<file path="src/rtl/mux_nx1_arb.sv">
// N-to-1 registered multiplexer with valid/ready handshake on every channel.
// The grant comes from fixed priority, round-robin or manual select, chosen by MODE.
module mux_nx1_arb #(
   parameter  int W    = 8,
   parameter  int N    = 4,
   parameter  int MODE = 1,
   localparam int SW   = (N > 2) ? $clog2(N) : 1
) (
   input  logic           clk,
   input  logic           rst_n,
   input  logic [N*W-1:0] in_data,
   input  logic [N-1:0]   in_valid,
   output logic [N-1:0]   in_ready,
   input  logic [SW-1:0]  sel,
   output logic [W-1:0]   out_data,
   output logic           out_valid,
   input  logic           out_ready,
   output logic [SW-1:0]  out_sel
);

   logic [W-1:0]  out_data_q, out_data_d;
   logic [SW-1:0] out_sel_q, out_sel_d;
   logic          out_valid_q, out_valid_d;
   logic [SW-1:0] ptr_q, ptr_d;

   logic [N-1:0]  gnt;
   logic          load_en;
   logic          xfer;
   logic [W-1:0]  pick_data;
   logic [SW-1:0] pick_idx;

   assign load_en  = !out_valid_q || out_ready;
   assign in_ready = gnt & {N{load_en & rst_n}};
   assign xfer     = |in_ready;

   always_comb begin
      logic found;
      int   pos;
      gnt   = '0;
      found = 1'b0;
      pos   = 0;
      if (MODE == 0) begin
         for (int i = 0; i < N; i++) begin
            if (in_valid[i] && !found) begin
               gnt[i] = 1'b1;
               found  = 1'b1;
            end
         end
      end else if (MODE == 1) begin
         // Search order starts at ptr and wraps past N-1 back to 0.
         for (int k = 0; k < N; k++) begin
            pos = int'(ptr_q) + k;
            if (pos >= N) pos = pos - N;
            for (int i = 0; i < N; i++) begin
               if (!found && (pos == i) && in_valid[i]) begin
                  gnt[i] = 1'b1;
                  found  = 1'b1;
               end
            end
         end
      end else begin
         // A select beyond N-1 matches no channel, so nothing is granted.
         for (int i = 0; i < N; i++) begin
            if (sel == SW'(i)) gnt[i] = in_valid[i];
         end
      end
   end

   always_comb begin
      pick_data = '0;
      pick_idx  = '0;
      for (int i = 0; i < N; i++) begin
         if (gnt[i]) begin
            pick_data = in_data[i*W +: W];
            pick_idx  = SW'(i);
         end
      end
   end

   always_comb begin
      out_data_d  = out_data_q;
      out_sel_d   = out_sel_q;
      out_valid_d = out_valid_q;
      ptr_d       = ptr_q;
      if (xfer) begin
         out_data_d  = pick_data;
         out_sel_d   = pick_idx;
         out_valid_d = 1'b1;
         if (MODE == 1) begin
            ptr_d = (pick_idx == SW'(N - 1)) ? '0 : pick_idx + 1'b1;
         end
      end else if (out_valid_q && out_ready) begin
         out_valid_d = 1'b0;
      end
   end

   always_ff @(posedge clk) begin
      if (!rst_n) begin
         out_data_q  <= '0;
         out_sel_q   <= '0;
         out_valid_q <= 1'b0;
         ptr_q       <= '0;
      end else begin
         out_data_q  <= out_data_d;
         out_sel_q   <= out_sel_d;
         out_valid_q <= out_valid_d;
         ptr_q       <= ptr_d;
      end
   end

   assign out_data  = out_data_q;
   assign out_sel   = out_sel_q;
   assign out_valid = out_valid_q;

endmodule
</file>
<file path="config.mk">
export PLATFORM = sky130hd
export DESIGN_NAME = mux_nx1_arb
export DESIGN_NICKNAME = d
export VERILOG_FILES = /design/src/rtl/mux_nx1_arb.sv
export SDC_FILE = /design/constraint.sdc
export NUM_CORES = 1
export LEC_CHECK = 0
export BUFFER_PORTS_ARGS = -buffer_cell sky130_fd_sc_hd__clkbuf_2
export CAP_MARGIN = 20
export CORE_UTILIZATION = 41
export DETAILED_ROUTE_END_ITERATION = 12
export PLACE_DENSITY = 0.78
export SLEW_MARGIN = 20
export SYNTH_ARGS = -nofsm -noshare
export SYNTH_HDL_FRONTEND = slang
export SYNTH_SLANG_ARGS = --single-unit
</file>
<file path="constraint.sdc">
create_clock -name clk -period 1.8 [get_ports clk]
set_clock_uncertainty 0.05 [all_clocks]
set_input_delay 0 -clock clk [delete_from_list [all_inputs] [get_ports clk]]
set_output_delay 0 -clock clk [all_outputs]
set_load 0.01 [all_outputs]
</file>
==> results.md <==
* Leakage power at between 0.0006 and 0.0007 uW
* Run status: completed
* Drt first pass iters at 4
* CTS tree: done
* Overall Global Routing Usage at about 22%
* Highest Clock Rate at a little over 600 MHz
* Fin nets at 210
* # clock sinks at 13
* Vias per cell at 5.36
* Average wire per standard cell at approximately 12 um
* Largest cells by area after synthesis: dfxtp_1, o211a_1, o21ai_0
* PD cells at around 700 nW/um2
* Largest net degree at the start of global routing at 15
* Worst hold path type: in -> reg
* Seq cells post-synth at 13
* DRC Markers at 0
* Crit path DAT at roughly 1.6 ns
* Relative slew slack at 72.1%
* Initial antenna violation count at 0
* Number of I/O pins at 56
* Post-CTS Setup Repair Bufs at 0
* Overall power at 843 uW
* Final GP Congestion at between 0.6 and 0.7
* Final std cells w/o fill at roughly 200
* YS warnings at 0
* Seq/Total Area, Yosys at between 20% and 30%
* DR vias at approximately 1000
* Max-cap violations at 0
* Area growth syn-to-layout at 37.3%
* Die Ht at a little under 50 um
* Final setup violating endpoints at 0
* Row cnt at 16
* CTS buffer count at 3
* Crit Path Category: reg -> out
* Detailed placement HPWL at 1850 um
* Global-route wire length before repair at just under 4000 um
* Vias in the first global route at 965
* Fin crit period at 1.64 ns
* Synth unique cells at 28
* Fin area at around 1200 um2
* Core footprint at 2000 um2
* Final hold slack at 0.0114 ns
* Setup TNS at 0 ns
* Post-placement cell count at 188
* Initial DRC count at 15
* Die W at 48.4 um
* Worst path required time at 1.75 ns
* CP Capture Type: primary output
* DP Area at 1150 um2
* Clock Path Buffers at 2
* Post-synth top cells: o21ai_0, dfxtp_1, inv_1, nand2_1, o211a_1
* H-Tree Level Count at 1
* EDFF count, synth at 0
* Most common cell in the synthesized netlist: o21ai_0
* Max Slew Vio Count at 0
* Post-synth top flop: dfxtp_1
* Gr ovfl total at 0
* Clk Latency, worst-skew pair at between 0.2 and 0.3 ns
* CP Max Fanout at 10
* Starting density of the core at approximately 44%
* Synthesized Nets at about 150
* Worst-Margin Slew at between 0.4 and 0.5 ns
* Total Wirelength at around 2400 um
* CTS clock-pin slew for the worst setup and hold paths at 0.08 ns
* Area leader, netlist: dfxtp_1
* Final hold violations at 0
* Async SR Flop Fraction at 0%
* Synth Instances at ~110
* Antenna Nets Post-Route at 0
* Root Driver: clkbuf_4
* RSZ-0062 raised after global routing: false
* Final period utilization at 91.2%
* Startpoint types: flip-flop
* DIE AREA at about 2300 um2
* Port bufs at 53
* Mapped cell area at just under 900 um2
* Top-area cell type share of the netlist area at between 20 and 30%
* Number of diodes at 0
* Worst vdd ir at around 0.00047 V
* Synth Area per Inst at 7.88 um2
* Share of cells above drive strength 1 at 37.5%
[cells by family after synthesis]
logic type,after synthesis,share of synthesized area [%]
AO/OA/AOI/OAI,52,45.0
AND/OR/NAND/NOR,28,14.3
buffers and inverters,19,11.2
flip-flops,13,29.5
[flip-flops by register name, indices dropped and copies added, names as in the netlist]
name,flops
out_data,8
out_sel,2
out_valid,1
ptr_q,2
[final timing paths]
path	endpoint	from	slack [ns]	cells after the start
setup / recovery	in_ready[2]	ptr_q[1]	0.16	5
hold / removal	out_data[1]	in_data[25]	0.01	3
hold reg to reg	out_data[4]	out_data[4]	0.42	2
setup reg to reg	out_sel[1]	ptr_q[1]	0.17	5
[layout by cell type, fill, tap and decap left out, drive strengths merged]
master,netlist,routed
nand2,11,11
o211a,9,9
a211o,1,1
dlygate4sd3,0,3
or2,2,2
nand2b,4,4
a21boi,2,2
nor2b,1,1
a21oi,3,3
o21a,1,1
clkbuf,3,57
o21ai,15,15
nor2,7,7
buf,5,4
a22oi,8,8
inv,11,11
o22ai,8,8
o22a,1,1
dfxtp,13,13
o31a,1,1
nand3,1,1
nor3,2,2
a2bb2oi,1,1
o21ba,1,1
o32ai,1,1
[area by class of cell]
class	instances	area (um2)
Fill cell	199	791
Tap cell	27	33.8
Inverter	11	41.3
Multi-Input combinational cell	80	523
Timing Repair Buffer	60	325
Clock buffer	4	26.3
Sequential cell	13	262
[stage by stage]
stage          setup WS (ns)  util [%]
2_1_floorplan          0.320         -
3_3_place_gp           0.251      57.6
3_5_place_dp           0.209      57.6
4_1_cts                0.102      60.4
5_1_grt               0.0389      60.5
6_report               0.158      60.5
[power breakdown]
group	internal, uW	total (uW)	leakage [uW]	switching, uW
registers	326	355	0.000108	28.9
clock network	85.9	179	0.0000150	93.4
logic	154	309	0.000504	155
total	566	843	0.000627	277
[routing by layer]
metal	global-route usage (%)	wire length, um	up-vias	share of wire, %
li1	-	-	514	-
met1	24.5	989	487	41
met2	39.9	1230	39	52
met3	2.20	121	6	5.1
met4	10.3	46	0	1.9
met5	0	0	-	0
[what timing repair did]
action	4_1_cts	5_1_grt
hold buffers	3	0
hold endpoints to repair	3	0
setup endpoints to repair	0	1
gates resized for setup	0	1
[worst max-delay path, cell delays in order (launching register included)]
cell	delay [ns]
dfxtp_1	0.38
nand2b_1	0.17
a21oi_1	0.24
o21ai_4	0.16
nor2_1	0.20
clkbuf_2	0.16
Power figures use the tool's default switching activity.
